**config.mk**
```make
export PLATFORM = sky130hd
export DESIGN_NAME = tick_sched_ctrl
export DESIGN_NICKNAME = d
export VERILOG_FILES = /design/src/rtl/tick_sched_ctrl.sv
export SDC_FILE = /design/constraint.sdc
export NUM_CORES = 1
export LEC_CHECK = 0
export CAP_MARGIN = 10
export CORE_UTILIZATION = 35
export DETAILED_ROUTE_END_ITERATION = 8
export PLACE_DENSITY = 0.61
export SLEW_MARGIN = 20
export SYNTH_ARGS = -nofsm -noshare
export SYNTH_HDL_FRONTEND = slang
export SYNTH_SLANG_ARGS = --single-unit
```
**constraint.sdc**
```tcl
create_clock -name clk -period 3.4 [get_ports clk]
set_input_delay 0.68 -clock clk [delete_from_list [all_inputs] [get_ports clk]]
set_output_delay 0.68 -clock clk [all_outputs]
set_load 0.01 [all_outputs]
```
**src/rtl/tick_sched_ctrl.sv**
```systemverilog
// tick_sched_ctrl
//   Run-time tick generator for the divided-clock path. A requester loads a
//   half-period divide value and a tick budget over a valid/ready config port,
//   then starts and stops the sequence. The block issues a registered 1-cycle
//   clock-enable strobe (tick), a square sclk that toggles on every tick, and a
//   1-cycle done pulse when a non-zero budget is exhausted.
//
// Ports
//   clk, rst_n          system clock (rising edge), async active-low reset
//   cfg_valid/cfg_ready config handshake; only accepted while idle
//   cfg_div   [CNT_W]   half-period divide value, 0 is treated as 1
//   cfg_count [TICKS_W] tick budget, 0 = free-run
//   start, stop         run control (start may be a pulse or a level)
//   tick                1-cycle enable strobe
//   sclk                square clock, toggles on each tick
//   busy                high while running
//   done                1-cycle pulse on the tick that exhausts the budget
//   tick_cnt  [TICKS_W] ticks issued since the last start (wraps)
module tick_sched_ctrl #(
    parameter int CNT_W       = 16,
    parameter int TICKS_W     = 8,
    parameter int DEFAULT_DIV = 50
) (
    input  logic               clk,
    input  logic               rst_n,
    input  logic               cfg_valid,
    output logic               cfg_ready,
    input  logic [CNT_W-1:0]   cfg_div,
    input  logic [TICKS_W-1:0] cfg_count,
    input  logic               start,
    input  logic               stop,
    output logic               tick,
    output logic               sclk,
    output logic               busy,
    output logic               done,
    output logic [TICKS_W-1:0] tick_cnt
);

    typedef enum logic {IDLE, RUN} state_t;

    state_t             state_q, state_d;
    logic [CNT_W-1:0]   div_reg;
    logic [CNT_W-1:0]   div_cnt;
    logic [TICKS_W-1:0] cnt_reg;
    logic [TICKS_W-1:0] tick_inc;
    logic               cfg_fire;
    logic               wrap;
    logic               fin;

    assign cfg_fire = cfg_valid & cfg_ready;
    assign tick_inc = tick_cnt + 1'b1;
    // Period counter reaches the divide value: the next edge emits a tick.
    assign wrap     = (state_q == RUN) && (div_cnt == div_reg);
    // This tick exhausts a non-zero budget; stop overrides it.
    assign fin      = wrap && !stop && (cnt_reg != '0) && (tick_inc == cnt_reg);
    assign busy     = (state_q == RUN);

    // ---------------- state register ----------------
    always_ff @(posedge clk or negedge rst_n) begin
        if (!rst_n) state_q <= IDLE;
        else        state_q <= state_d;
    end

    // ---------------- next state / ready ----------------
    always_comb begin
        state_d   = state_q;
        cfg_ready = 1'b0;
        unique case (state_q)
            IDLE: begin
                cfg_ready = 1'b1;
                if (start) state_d = RUN;
            end
            RUN: begin
                if (stop || fin) state_d = IDLE;
            end
            default: state_d = IDLE;
        endcase
    end

    // ---------------- datapath ----------------
    always_ff @(posedge clk or negedge rst_n) begin
        if (!rst_n) begin
            div_reg  <= CNT_W'(DEFAULT_DIV);
            cnt_reg  <= '0;
            div_cnt  <= '0;
            tick     <= 1'b0;
            sclk     <= 1'b0;
            done     <= 1'b0;
            tick_cnt <= '0;
        end else begin
            tick <= 1'b0;
            done <= 1'b0;
            // cfg_ready is only high in IDLE, so RUN-time requests are dropped.
            if (cfg_fire) begin
                div_reg <= (cfg_div == '0) ? CNT_W'(1) : cfg_div;
                cnt_reg <= cfg_count;
            end
            unique case (state_q)
                IDLE: begin
                    // Also parks sclk low on the edge after a done cycle.
                    sclk    <= 1'b0;
                    div_cnt <= '0;
                    if (start) tick_cnt <= '0;
                end
                RUN: begin
                    if (stop) begin
                        div_cnt <= '0;
                        sclk    <= 1'b0;
                    end else if (wrap) begin
                        div_cnt  <= '0;
                        tick     <= 1'b1;
                        sclk     <= ~sclk;
                        tick_cnt <= tick_inc;
                        done     <= fin;
                    end else begin
                        div_cnt <= div_cnt + 1'b1;
                    end
                end
                default: ;
            endcase
        end
    end

endmodule

```
# After elaboration in Yosys (flattened, before gate mapping)
# Index checks and enable logic that the tools add are counted.
# W data, S select, Z words.
[word_totals]
output_inout_bits = 13
regBits = 52
elab_cells = 49
[classes]
mux = 21
reduce_logical = 9
bitwise = 3
n_eq_ne = 6
add_sub_neg = 2
[ops]
columns = ["cell", "n"]
rows = [
  ["$mux W16", 3],
  ["$pmux W16 S2", 1],
  ["$mux W8", 3],
  ["$add A16 B1 Y16 const B", 1],
  ["$eq A16 B16 Y1", 1],
  ["$logic_not A16 Y1", 1],
  ["$pmux W8 S2", 1],
  ["$mux W1", 11],
  ["$add A8 B1 Y8 const B", 1],
  ["$eq A8 B8 Y1", 1],
  ["$reduce_bool A8 Y1", 1],
  ["$logic_and A1 B1 Y1", 4],
  ["$ne A2 B2 Y1 const B", 2],
  ["$pmux W1 S2", 2],
  ["$ne A3 B2 Y1 const B", 1],
  ["$reduce_and A3 Y1", 1],
  ["$ne A2 B1 Y1 const B", 1],
  ["$not A1 Y1", 2],
  ["$and A1 B1 Y1", 1],
  ["$logic_not A1 Y1", 1],
  ["$logic_or A1 B1 Y1", 1],
]

# Depth between registers and ports, before layout
# Gate-level depths: netlist of run 1.
[depth]
ltp_word = 8
ltp_mapped = 8
ltp_nobuf = 6

# Worst setup path after synthesis of run 1
# Ideal clock, no wire load.
[synth_timing]
path_type = "reg2reg"
start = "register tick_cnt[0]"
end = "register state_q (netlist: busy)"
t_arrival_ns = 2.158
stages_incl_launch_ff = 7
slack_ns = 1.113
n_path_buf = 0
synth_period_minus_slack_ns = 2.287
path_cell_list = "dfrtp_1 -> ha_1 -> nor4b_1 -> o31ai_1 -> and3_1 -> or3b_2 -> o41a_1"
[synth_between]
elab_chain_cells = 6
[synth_lines]
columns = ["item", "line", "rtl"]
rows = [
  ["from (decl)", "36", "output logic [TICKS_W-1:0] tick_cnt"],
  ["from (signal assigned)", "113", "tick_cnt <= tick_inc;"],
  ["$add A8 B1 Y8", "51", "assign tick_inc = tick_cnt + 1'b1;"],
  ["$eq A8 B8 Y1", "55", "assign fin = wrap && !stop && (cnt_reg != '0) && (tick_inc == cnt_reg);"],
  ["$logic_and A1 B1 Y1", "55", ""],
  ["$logic_or A1 B1 Y1", "74", "if (stop || fin) state_d = IDLE;"],
  ["$mux W1", "74", ""],
  ["$pmux W1 S2", "68", "unique case (state_q)"],
  ["net state_d", "41", "state_t state_q, state_d;"],
  ["to (signal assigned)", "61", "else state_q <= state_d;"],
  ["to (decl)", "41", ""],
]
# The timed path passes the listed nets, and every way through them passes these cells.
# A chain may end at the register's enable or synchronous reset.

# Final worst setup path of run 1
# Same ends and word-level chain as after synthesis.

==> results of run 1 <==
[metal layers]
metal,global-route usage,wire length (um)
met5,0,0
met4,0.0328,50
met3,0.0415,289
met2,0.247,2810
met1,0.207,2710
[logic make-up (layout without fill, tap and decap cells)]
group | Yosys count | in the layout | synth area share
flops | 52 | 52 | 0.484
simple gates | 88 | 88 | 0.171
mux | 24 | 24 | 0.0987
fa+ha+maj | 2 | 2 | 0.00927
xor+xnor | 37 | 37 | 0.123
buf+inv | 18 | 59 | 0.0338
compound gates | 29 | 29 | 0.0811
[worst paths after layout]
check,startpoint,to,slack (ps),cells after the start
worst max register to register,tick_cnt[0],busy,1020,6
worst min register to register,sclk,sclk,510,1
worst min-delay path,rst_n,tick_cnt[2],380,1
max in group asynchronous,rst_n,div_reg[4],2200,2
min in group clk,sclk,sclk,510,1
worst max-delay path,tick_cnt[0],busy,1020,6
[layout make-up]
| class | instances | area, um^2 |
|---|---|---|
| Timing Repair Buffer | 44 | 428 |
| Clock buffer | 5 | 68.8 |
| Inverter | 7 | 26.3 |
| Clock inverter | 3 | 23.8 |
| Tap cell | 99 | 124 |
| Multi-Input combinational cell | 180 | 1310 |
| Sequential cell | 52 | 1310 |
| Fill cell | 722 | 4090 |
[cells in the final DEF (no fill, tap or decap), drive strengths merged, types with 2 or more instances in the layout]
cell	synthesis	layout
inv	7	7
xnor2	23	23
nor2	25	25
nand4	7	7
clkdlybuf4s50	0	40
nand3	8	8
mux2i	3	3
buf	5	4
o21ai	8	8
a2111oi	5	5
or4	2	2
o31ai	2	2
clkbuf	6	5
nand3b	3	3
nand2b	3	3
clkinvlp	0	2
and3	6	6
or2	2	2
dfstp	3	3
a31o	5	5
nor4	6	6
nand2	16	16
mux2	21	21
nor3	2	2
ha	2	2
or3	2	2
xor2	14	14
dfrtp	49	49
[worst max-delay path, stage by stage, from the launching register on]
cell,delay (ps)
dfrtp_1,480
ha_1,390
nor4b_1,300
o31ai_1,100
and3_1,160
or3b_2,470
o41a_1,370
[power by group]
part           internal [mW]  switching [mW]
Sequential             0.691          0.0649
Combinational          0.150           0.109
Clock                  0.146           0.211
==> metrics.txt, run 1 <==
GP Congestion=0.810; htree depth=2; Final setup viols=0; Worst EP required=3600 ps; largest net degree at the start of global routing=28; Synth Warn #=0; Starting DRT DRC Count=106; mapped cell area=0.00270 mm^2; Post-Synthesis Cells=250; area grow syn2layout=21.6%; Tot Pwr=1.37 mW; Post-synth EDFFs=0; hold violation count in the final report=0; Fmax=0.421 GHz; antenna diode count=0; initial antenna violation count=0; Hold WC Path Type=input pin to asynchronous set/reset pin; first-pass GRT wire length=9.80 mm; clock sink count=52; Cell Area, Placed=0.00319 mm^2; PwrDens=418 mW/mm^2; final core occ=0.445; Vias/cell=5.05; cts bufs inserted=5; slew margin rel.=0.575; Final Critical Period=2380 ps; Crit Path Class=register to register; Worst setup SP type=register; sequential area share after synthesis=0.484; RSZ-0062 raised after global routing=false; Clock Latency Late Sink=310 ps; syn_nets=281; WHS=376 ps; main flop type after synthesis=dfrtp_1; clock root buffer=clkbuf_8; largest fanout on the critical path=8; vias=1971; layout cell share with drive strength beyond 1=0.162; Async SR Flop Fraction=1.00; clk buf depth=2; Die Span Y=89.8 um; post-CTS sizing=0; Avg WL per Cell=15.0 um; Die ar.=0.00807 mm^2; Critical Path Sink Type=register; worst-margin pin slew=637 ps; top post-synthesis cells by count=dfrtp_1, nor2_1, xnor2_1; CORE AREA=0.00737 mm^2; worst slack, placed=1040 ps; max_cap viols=0; # port buffers=41; Avg Synthesized Cell Area=10.8 um^2; dpl hpwl=4.31 mm; Post-CTS Setup Bufs=0; Non-Filler Instances=390; CTS tree=built; # nets final=321; cts hold-fix bufs=0; area share of the largest cell type after synthesis=0.454; total negative slack=0 ps; clock transition at the registers of the reported paths=100 ps; vias in the first global route=1897; dpl cells=382; GRT Total Usage=0.153; Max VDD drop=0.000196 V; LEAKAGE=1.25 nW; Yosys top cell by area=dfrtp_1; fin crit share=0.699; Rows=31; grt ovf=0; count leader, synth=dfrtp_1; drt pass-1 iters=4; flops & latches, synth=52; Final Skew=10.9 ps; max-slew violation count=0; Ports=42; DRC=0; DIE WIDTH=89.8 um; Starting Density=0.366; synth top area cells=dfrtp_1, mux2_2, xnor2_1; outcome=completed; Distinct cells, synth=46; finished layout cell area=0.00328 mm^2; ANT nets after route=0; Routed WL=5.85 mm; Worst EP arrival=2580 ps; final setup margin=1020 ps
Power figures use the tool's default switching activity.
==> inputs of run 2 (changes only) <==
- clock period: 3.4 -> 2.25 ns (I/O delays scaled with it)
==> metrics.txt, run 2 (synthesis results as in run 1) <==
post-CTS sizing=0; htree depth=2; cts hold-fix bufs=0; clock sink count=52; clock root buffer=clkbuf_8; GP Congestion=0.812; dpl hpwl=4.68 mm; largest net degree at the start of global routing=27; Avg WL per Cell=15.2 um; most common cell after layout, fill and taps aside=dfrtp_1; DRC=0; total negative slack=0 ps; clk buf depth=2; Worst EP arrival=2360 ps; Starting Density=0.366; Fmax=0.463 GHz; Worst path max stage delay=460 ps; vias=2061; CTS tree=built; max-slew violation count=0; Crit Path Class=register to register; # port buffers=41; initial antenna violation count=0; Final setup viols=0; Critical Path Source=tick_cnt[0]; Die Span Y=89.8 um; cts bufs inserted=5; Vias/cell=5.09; worst-path cell chain=ha_4 > nor4b_2 > o31ai_1 > and3_1 > or3b_2 > o41a_1; max_cap viols=0; first-pass GRT wire length=10.5 mm; Cell Area, Placed=0.00331 mm^2; ANT nets after route=0; Clock Latency Late Sink=310 ps; Starting DRT DRC Count=64; outcome=completed; finished layout cell area=0.00346 mm^2; Hold WC Path Type=input pin to asynchronous set/reset pin; hold violation count in the final report=0; clock transition at the registers of the reported paths=100 ps; dpl cells=397; Rows=31; Ports=42; drt pass-1 iters=6; CORE AREA=0.00737 mm^2; Routed WL=6.14 mm; Slowest cell on crit path=or3b_2; GRT Total Usage=0.164; Non-Filler Instances=405; final setup margin=88.7 ps; final core occ=0.470; Post-CTS Setup Bufs=0; Die ar.=0.00807 mm^2; Reg2Reg Launch Point=tick_cnt[0]; Worst setup SP type=register; fillers=706; grt ovf=0; RSZ-0062 raised after global routing=false; WHS=143 ps; largest fanout on the critical path=4; vias in the first global route=2021; worst-margin pin slew=615 ps; Max VDD drop=0.000454 V; Final Critical Period=2160 ps; Critical Path Sink Type=register; Final Skew=6.20 ps; slew margin rel.=0.590; layout cell share with drive strength beyond 1=0.212; area grow syn2layout=28.3%; PwrDens=668 mW/mm^2; worst slack, placed=37.3 ps; reg2reg setup slack=90 ps; highest-count cells in the layout ignoring fill and taps=dfrtp_1, clkdlybuf4s50_1, nor2_1; Tot Pwr=2.31 mW; Worst EP required=2440 ps; fin crit share=0.961; DIE WIDTH=89.8 um; LEAKAGE=1.36 nW; antenna diode count=0; # nets final=336
[run 2: worst max-delay path: cells and delay by family (launching register included)]
| kind | cells | cell delay (ps) |
|---|---|---|
| and+or+nand+nor | 3 | 890 |
| DFF | 1 | 430 |
| AOI/OAI and AO/OA | 2 | 460 |
| adders and majority gates | 1 | 270 |
[run 2: per-layer routing]
layer  vias up  routed length, um  track usage
met2        51               3020        0.271
met1      1000               2770        0.214
met5         -                  0            0
met4         0                 96       0.0546
met3        11                250       0.0330
li1        999                  -            -
[run 2: worst paths after layout]
path                          endpoint  depth (start not counted)
max reg2reg                       busy                          6
min                        tick_cnt[4]                          1
min in group clk                  sclk                          1
min reg2reg                       sclk                          1
max                               busy                          6
max in group asynchronous   div_reg[1]                          2
[run 2: cell type report]
class | count | area (um^2) | area share
Tap cell | 99 | 124 | 0.0358
Clock inverter | 2 | 60.1 | 0.0173
Clock buffer | 6 | 72.6 | 0.0210
Inverter | 7 | 26.3 | 0.00759
Timing Repair Buffer | 59 | 541 | 0.156
Sequential cell | 52 | 1310 | 0.377
Multi-Input combinational cell | 180 | 1340 | 0.385
[run 2: report_power, final]
group	leakage (nW)	internal (mW)	switching, mW	total [mW]
logic	0.625	0.242	0.175	0.417
clock network	0.0654	0.445	0.315	0.760
registers	0.665	1.04	0.0909	1.14
total	1.36	1.73	0.581	2.31
